### src/rtl/ahb_pkg.sv
// ============================================================================
// Module      : ahb_pkg
// Description : Shared AHB-Lite types and constants for ahb_lite_manager.
// Revision    : 1.0 - initial release
// ============================================================================
`default_nettype none

package ahb_pkg;

    typedef enum logic [1:0] {
        HTRANS_IDLE   = 2'b00,
        HTRANS_BUSY   = 2'b01,
        HTRANS_NONSEQ = 2'b10,
        HTRANS_SEQ    = 2'b11
    } htrans_e;

    localparam logic [2:0] HSIZE_BYTE  = 3'b000;
    localparam logic [2:0] HSIZE_HALF  = 3'b001;
    localparam logic [2:0] HSIZE_WORD  = 3'b010;
    localparam logic [2:0] HSIZE_DWORD = 3'b011;

    localparam logic [2:0] HBURST_SINGLE = 3'b000;

    localparam logic HRESP_OKAY  = 1'b0;
    localparam logic HRESP_ERROR = 1'b1;

    // Response payload width; the manager's data width must match it.
    localparam int RSP_DATA_WIDTH = 32;

    typedef struct packed {
        logic                      err;
        logic [RSP_DATA_WIDTH-1:0] rdata;
    } ahb_rsp_t;

    // True when a transfer of the given hsize is wider than the bus or
    // the address is not a multiple of the transfer size.
    function automatic logic ahb_misaligned(
        input logic [2:0] size,
        input logic [6:0] addr_lsb,
        input logic [2:0] max_size
    );
        logic [6:0] mask;
        mask = 7'((8'd1 << size) - 8'd1);
        return (size > max_size) || ((addr_lsb & mask) != 7'd0);
    endfunction

endpackage

`default_nettype wire

### src/rtl/ahb_mgr_rsp_fifo.sv
// ============================================================================
// Module      : ahb_mgr_rsp_fifo
// Description : Synchronous response FIFO holding ahb_rsp_t entries with an
//               occupancy count output.
// Revision    : 1.0 - initial release
// ============================================================================
`default_nettype none

module ahb_mgr_rsp_fifo
    import ahb_pkg::*;
#(
    parameter int DEPTH = 4,
    parameter int CNT_W = $clog2(DEPTH + 1)
) (
    input  logic             clk_i,
    input  logic             rst_ni,
    input  logic             i_push,
    input  ahb_rsp_t         i_data,
    input  logic             i_pop,
    output logic             o_valid,
    output ahb_rsp_t         o_data,
    output logic [CNT_W-1:0] o_count
);

    localparam int              PTR_W    = (DEPTH > 1) ? $clog2(DEPTH) : 1;
    localparam logic [PTR_W-1:0] LAST_PTR = PTR_W'(DEPTH - 1);

    ahb_rsp_t         r_mem [DEPTH];
    logic [PTR_W-1:0] r_wptr;
    logic [PTR_W-1:0] r_rptr;
    logic [CNT_W-1:0] r_count;
    logic             w_pop;

    assign w_pop   = i_pop & (r_count != '0);
    assign o_valid = (r_count != '0);
    assign o_data  = r_mem[r_rptr];
    assign o_count = r_count;

    always_ff @(posedge clk_i) begin
        if (i_push) begin
            r_mem[r_wptr] <= i_data;
        end
    end

    always_ff @(posedge clk_i) begin
        if (!rst_ni) begin
            r_wptr  <= '0;
            r_rptr  <= '0;
            r_count <= '0;
        end else begin
            if (i_push) begin
                r_wptr <= (r_wptr == LAST_PTR) ? '0 : r_wptr + 1'b1;
            end
            if (w_pop) begin
                r_rptr <= (r_rptr == LAST_PTR) ? '0 : r_rptr + 1'b1;
            end
            case ({i_push, w_pop})
                2'b10:   r_count <= r_count + 1'b1;
                2'b01:   r_count <= r_count - 1'b1;
                default: r_count <= r_count;
            endcase
        end
    end

`ifndef SYNTHESIS
    // The manager's credit rule must never let a push land on a full FIFO.
    always_ff @(posedge clk_i) begin
        if (rst_ni) begin
            assert (!(i_push && !w_pop && (r_count == CNT_W'(DEPTH))));
        end
    end
`endif

endmodule

`default_nettype wire

### src/rtl/ahb_lite_manager.sv
// ============================================================================
// Module      : ahb_lite_manager
// Description : Valid/ready request to AHB-Lite NONSEQ SINGLE initiator with
//               pipelined address/data phases and in-order responses.
//               Optional: AHB_MGR_ALIGN_CHECK_EN turns oversize/misaligned
//               requests into local-error bubbles.
// Revision    : 1.0 - initial release
// ============================================================================
`default_nettype none

module ahb_lite_manager
    import ahb_pkg::*;
#(
    parameter int         AHBAddrWidth = 32,
    parameter int         AHBDataWidth = 32,
    parameter int         RspDepth     = 4,
    parameter logic [3:0] HProt        = 4'b0011
) (
    input  logic                    clk_i,
    input  logic                    rst_ni,
    input  logic                    req_valid_i,
    output logic                    req_ready_o,
    input  logic                    req_write_i,
    input  logic [AHBAddrWidth-1:0] req_addr_i,
    input  logic [2:0]              req_size_i,
    input  logic [AHBDataWidth-1:0] req_wdata_i,
    output logic                    rsp_valid_o,
    input  logic                    rsp_ready_i,
    output logic [AHBDataWidth-1:0] rsp_rdata_o,
    output logic                    rsp_err_o,
    output logic [AHBAddrWidth-1:0] haddr_o,
    output logic                    hwrite_o,
    output logic [1:0]              htrans_o,
    output logic [2:0]              hsize_o,
    output logic [2:0]              hburst_o,
    output logic [3:0]              hprot_o,
    output logic                    hmastlock_o,
    output logic [AHBDataWidth-1:0] hwdata_o,
    input  logic [AHBDataWidth-1:0] hrdata_i,
    input  logic                    hready_i,
    input  logic                    hresp_i
);

    localparam int CNT_W = $clog2(RspDepth + 1);

    // Address-phase stage; haddr/hwrite/hsize/htrans are driven directly from it.
    logic                    r_a_valid;
    logic                    r_a_lerr;
    htrans_e                 r_htrans;
    logic [AHBAddrWidth-1:0] r_haddr;
    logic                    r_hwrite;
    logic [2:0]              r_hsize;
    logic [AHBDataWidth-1:0] r_a_wdata;

    // Data-phase stage.
    logic                    r_d_valid;
    logic                    r_d_write;
    logic                    r_d_lerr;
    logic [AHBDataWidth-1:0] r_hwdata;

    logic                    w_accept;
    logic                    w_req_lerr;
    logic                    w_push;
    logic                    w_push_err;
    ahb_rsp_t                w_push_rsp;
    ahb_rsp_t                w_head;
    logic                    w_fifo_valid;
    logic [CNT_W-1:0]        w_fifo_count;
    logic [CNT_W:0]          w_occupancy;

`ifdef AHB_MGR_ALIGN_CHECK_EN
    localparam logic [2:0] MAX_SIZE = 3'($clog2(AHBDataWidth / 8));
    assign w_req_lerr = ahb_misaligned(req_size_i, req_addr_i[6:0], MAX_SIZE);
`else
    assign w_req_lerr = 1'b0;
`endif

    // Every slot in A, D or the FIFO is a reserved response credit.
    assign w_occupancy = (CNT_W+1)'(r_a_valid) + (CNT_W+1)'(r_d_valid)
                       + (CNT_W+1)'(w_fifo_count);
    assign req_ready_o = (~r_a_valid | hready_i)
                       & (w_occupancy < (CNT_W+1)'(RspDepth));
    assign w_accept    = req_valid_i & req_ready_o;

    always_ff @(posedge clk_i) begin
        if (!rst_ni) begin
            r_a_valid <= 1'b0;
            r_a_lerr  <= 1'b0;
            r_htrans  <= HTRANS_IDLE;
            r_haddr   <= '0;
            r_hwrite  <= 1'b0;
            r_hsize   <= '0;
            r_a_wdata <= '0;
            r_d_valid <= 1'b0;
            r_d_write <= 1'b0;
            r_d_lerr  <= 1'b0;
            r_hwdata  <= '0;
        end else begin
            if (w_accept) begin
                r_a_valid <= 1'b1;
                r_a_lerr  <= w_req_lerr;
                r_htrans  <= w_req_lerr ? HTRANS_IDLE : HTRANS_NONSEQ;
                r_haddr   <= req_addr_i;
                r_hwrite  <= req_write_i;
                r_hsize   <= req_size_i;
                r_a_wdata <= req_wdata_i;
            end else if (hready_i) begin
                r_a_valid <= 1'b0;
                r_htrans  <= HTRANS_IDLE;
            end

            // hready_i both retires the data phase and advances the address phase.
            if (hready_i) begin
                r_d_valid <= r_a_valid;
                r_d_write <= r_hwrite;
                r_d_lerr  <= r_a_lerr;
                r_hwdata  <= r_a_wdata;
            end
        end
    end

    assign w_push           = r_d_valid & hready_i;
    assign w_push_err       = r_d_lerr | (hresp_i == HRESP_ERROR);
    assign w_push_rsp.err   = w_push_err;
    assign w_push_rsp.rdata = (r_d_write | w_push_err) ? '0 : hrdata_i;

    ahb_mgr_rsp_fifo #(
        .DEPTH   (RspDepth),
        .CNT_W   (CNT_W)
    ) u_rsp_fifo (
        .clk_i   (clk_i),
        .rst_ni  (rst_ni),
        .i_push  (w_push),
        .i_data  (w_push_rsp),
        .i_pop   (rsp_ready_i),
        .o_valid (w_fifo_valid),
        .o_data  (w_head),
        .o_count (w_fifo_count)
    );

    assign rsp_valid_o = w_fifo_valid;
    assign rsp_rdata_o = w_head.rdata;
    assign rsp_err_o   = w_head.err;

    assign haddr_o     = r_haddr;
    assign hwrite_o    = r_hwrite;
    assign htrans_o    = r_htrans;
    assign hsize_o     = r_hsize;
    assign hwdata_o    = r_hwdata;
    assign hburst_o    = HBURST_SINGLE;
    assign hprot_o     = HProt;
    assign hmastlock_o = 1'b0;

endmodule

`default_nettype wire
### config.mk
export PLATFORM = sky130hd
export DESIGN_NAME = ahb_lite_manager
export DESIGN_NICKNAME = d
export VERILOG_FILES = /design/src/rtl/ahb_pkg.sv /design/src/rtl/ahb_mgr_rsp_fifo.sv /design/src/rtl/ahb_lite_manager.sv
export SDC_FILE = /design/constraint.sdc
export NUM_CORES = 1
export LEC_CHECK = 0
export CORE_AREA = 5 5 145 147
export DETAILED_ROUTE_END_ITERATION = 10
export DIE_AREA = 0 0 150 152
export PLACE_DENSITY = 0.84
export SLEW_MARGIN = 0
export SYNTH_ARGS = -nofsm -noshare
export SYNTH_HDL_FRONTEND = slang
export SYNTH_HIERARCHICAL = 1
export SYNTH_SLANG_ARGS = --single-unit
### constraint.sdc
create_clock -name clk_i -period 4.46 [get_ports clk_i]
set_input_delay 1.115 -clock clk_i [delete_from_list [all_inputs] [get_ports clk_i]]
set_output_delay 1.115 -clock clk_i [all_outputs]
set_load 0.05 [all_outputs]
==> results.json <==
{
  "num_vias": 5756,
  "num-nets-final": 997,
  "fp.dieArea_sq_mm": 0.0228,
  "synth-edff-count": 132,
  "yosysTopAreaCell": "edfxtp_1",
  "ant_nets": 0,
  "yosys-top-cells-count": "139 x nand2_1, 132 x edfxtp_1, 112 x dfxtp_1",
  "cts_made_buffers": 24,
  "io_buffers": 209,
  "drive_gt1_share_pct": 9.66,
  "critPathTopFamily": "buffers and inverters",
  "setup-violations-final": 0,
  "holdBufCountCts": 0,
  "fp.dieW_microns": 150,
  "clk_pin_slew_ps": 60,
  "irDropWorstVdd_v": 0.000286,
  "fill_cells": 1474,
  "antenna_found_initial": 0,
  "ys_types": 30,
  "insertion_delay_ps": 500,
  "synth-async-reset-ratio_pct": 0,
  "remaining_drc_errors": 0,
  "critPathMaxFanout": 18,
  "dr.pass1.iters": 5,
  "cts.sinks": 244,
  "pin_count": 219,
  "power_w": 0.00509,
  "syn_inst": 686,
  "clock.fmax_mhz": 258,
  "rsz0062_at_grt": "no",
  "period_needed_ps": 3870,
  "placed_cells": 1127,
  "ys_seq_area_share_pct": 64.5,
  "htreeDepth": 1,
  "yosys-top-cells-area": "edfxtp_1 41%, dfxtp_1 23%, mux2i_1 11%",
  "required_ps": 3350,
  "max-slew-margin-rel_pct": 39.6,
  "min_path_type": "register to register",
  "setup.worst_path.class": "register to primary output",
  "yosys.area.top_type_share_pct": 41.2,
  "rows": 52,
  "worst_pin_slew_ps": 906,
  "cts_tree": "done",
  "max_stage_delay_ps": 740,
  "post_cts.repair.setup_buffers": 0,
  "cts.path.max_buffers": 3,
  "status": "completed",
  "worstPathCellList": "buf_12, mux4_2, clkdlybuf4s50_1",
  "n_antenna_cell": 0,
  "drt_iter0_drc": 301,
  "fin_area_sq_mm": 0.0126,
  "detail_route.vias_per_cell": 4.92,
  "arrival_ps": 2760,
  "hpwl_mm": 12.8,
  "routabilityCongestion": 0.712,
  "fin_ws_ps": 588,
  "path_buf_inv": 2,
  "instances_no_fill": 1171,
  "cp-start-kind": "register",
  "fp.coreArea_sq_mm": 0.0198,
  "cp_slowest_cell": "dfxtp_2",
  "p_per_area_mw_per_mm2": 404,
  "ys_warn_count": 6,
  "fin_skew_ps": 7.20,
  "start_util_pct": 48.7,
  "slew_viol_final": 0,
  "cts_resized": 0,
  "grt_pass1_wl_mm": 30.8,
  "synth_area_per_cell_sq_um": 14.0,
  "final-hold-violation-count": 0,
  "root_buffer": "clkbuf_16",
  "synth_area_sq_mm": 0.00962,
  "die_h_microns": 152,
  "first_global_vias": 5800,
  "finalSetupTns_ps": 0,
  "drv_cap": 0,
  "grt_max_degree": 85,
  "ys_seq_elements": 244,
  "wl_per_cell_microns": 16.7,
  "drt_wl_total_mm": 19.5,
  "endpoint_kind": "primary output",
  "yosys_most_used_dff": "edfxtp_1",
  "pre_cts_slack_ps": 933,
  "area_delta_synth_final_pct": 30.9,
  "dpl_cell_area_sq_mm": 0.0118,
  "p_leak_nw": 4.61,
  "grt-ovfl-total": 0,
  "yosysMostFrequentCell": "nand2_1",
  "grt_usage_pct": 16.7,
  "fin_crit_sh_pct": 86.8
}
-- per-stage QoR --
step | utilization [%] | hold WS, ps
after floorplan | - | 434
after global placement | 59.8 | 441
after detailed placement | 59.8 | 448
after CTS | 63.7 | 459
after global routing | 63.7 | 478
final | 63.7 | 455
-- sequential cells by signal, summed over array words and instances (netlist names), 2 cells and up, named ones only --
signal              cells
haddr_o                32
hsize_o                 3
hwdata_o               32
r_a_wdata              32
u_rsp_fifo/o_count      3
u_rsp_fifo/r_mem      132
u_rsp_fifo/r_rptr       2
u_rsp_fifo/r_wptr       2
-- routing by layer --
metal  GRT usage, %  vias up  wire (microns)
li1               -     2775               -
met1           21.3     2755            7790
met2           26.8      198            9290
met3           7.03       28            2120
met4           3.75        0             319
met5              0        -               0
-- report_power, final --
part / leakage [nW] / internal, W / switching, W
logic: 2.10 / 0.000287 / 0.000381
registers: 2.12 / 0.00243 / 0.0000412
clock network: 0.382 / 0.00113 / 0.000820
-- area by class of cell --
| type | instances | area, sq um | share of cell area (%) |
|---|---|---|---|
| Timing Repair Buffer | 216 | 2170 | 17.3 |
| Clock inverter | 9 | 53.8 | 0.427 |
| Sequential cell | 244 | 6210 | 49.3 |
| Multi-Input combinational cell | 390 | 3070 | 24.4 |
| Inverter | 7 | 26.3 | 0.209 |
| Tap cell | 270 | 338 | 2.68 |
| Clock buffer | 35 | 726 | 5.76 |
-- placed cells by master, fill, tap and decap left out --
| master | instances |
|---|---|
| and2_1 | 35 |
| nor3b_1 | 1 |
| clkbuf_16 | 26 |
| xnor2_1 | 1 |
| inv_4 | 1 |
| clkbuf_1 | 4 |
| mux4_1 | 3 |
| a21boi_0 | 2 |
| nor2_2 | 1 |
| buf_4 | 5 |
| buf_2 | 1 |
| inv_1 | 7 |
| or3_1 | 2 |
| nand3_1 | 4 |
| nand2b_4 | 1 |
| dfxtp_1 | 111 |
| nor2b_1 | 36 |
| clkbuf_8 | 4 |
| o21ai_0 | 4 |
| a21oi_1 | 2 |
| mux4_2 | 30 |
| nand2_1 | 139 |
| clkbuf_2 | 1 |
| clkinvlp_4 | 3 |
| clkinv_2 | 5 |
| ha_1 | 7 |
| mux2i_1 | 103 |
| edfxtp_1 | 132 |
| buf_12 | 3 |
| nor2_1 | 1 |
| o31ai_1 | 1 |
| conb_1 | 9 |
| and2_2 | 4 |
| dfxtp_2 | 1 |
| and4_4 | 1 |
| clkdlybuf4s50_1 | 207 |
| fa_1 | 1 |
| and3_1 | 1 |
| xor2_1 | 1 |
-- final timing paths --
kind                         start                     to  slack (ps)  cells after the start
max                       register        rsp_rdata_o[13]         590                      3
min                    haddr_o[28]            haddr_o[28]         450                      2
max reg2reg  u_rsp_fifo/o_count[1]  u_rsp_fifo/o_count[2]        2440                      8
min reg2reg            haddr_o[28]            haddr_o[28]         450                      2
-- cells by family (layout without fill, tap and decap cells) --
| group | Yosys count | after routing | synth area share (%) |
|---|---|---|---|
| adders and majority gates | 8 | 8 | 1.12 |
| AOI/OAI and AO/OA | 9 | 9 | 0.546 |
| xor gates and xnor gates | 2 | 2 | 0.182 |
| other | 2 | 9 | 0.0780 |
| muxes | 136 | 136 | 18.6 |
| buffers and inverters | 59 | 267 | 3.91 |
| DFF | 244 | 244 | 64.5 |
| and+or+nand+nor | 226 | 226 | 11.1 |
-- worst register-to-register path, cell delays in order (launching register included) --
cell	delay (ps)
dfxtp_1	360
o31ai_1	480
inv_1	90
ha_1	220
inv_1	70
fa_1	170
xor2_1	80
or3_1	300
a21boi_0	170
(Power assumes the default switching activity.)
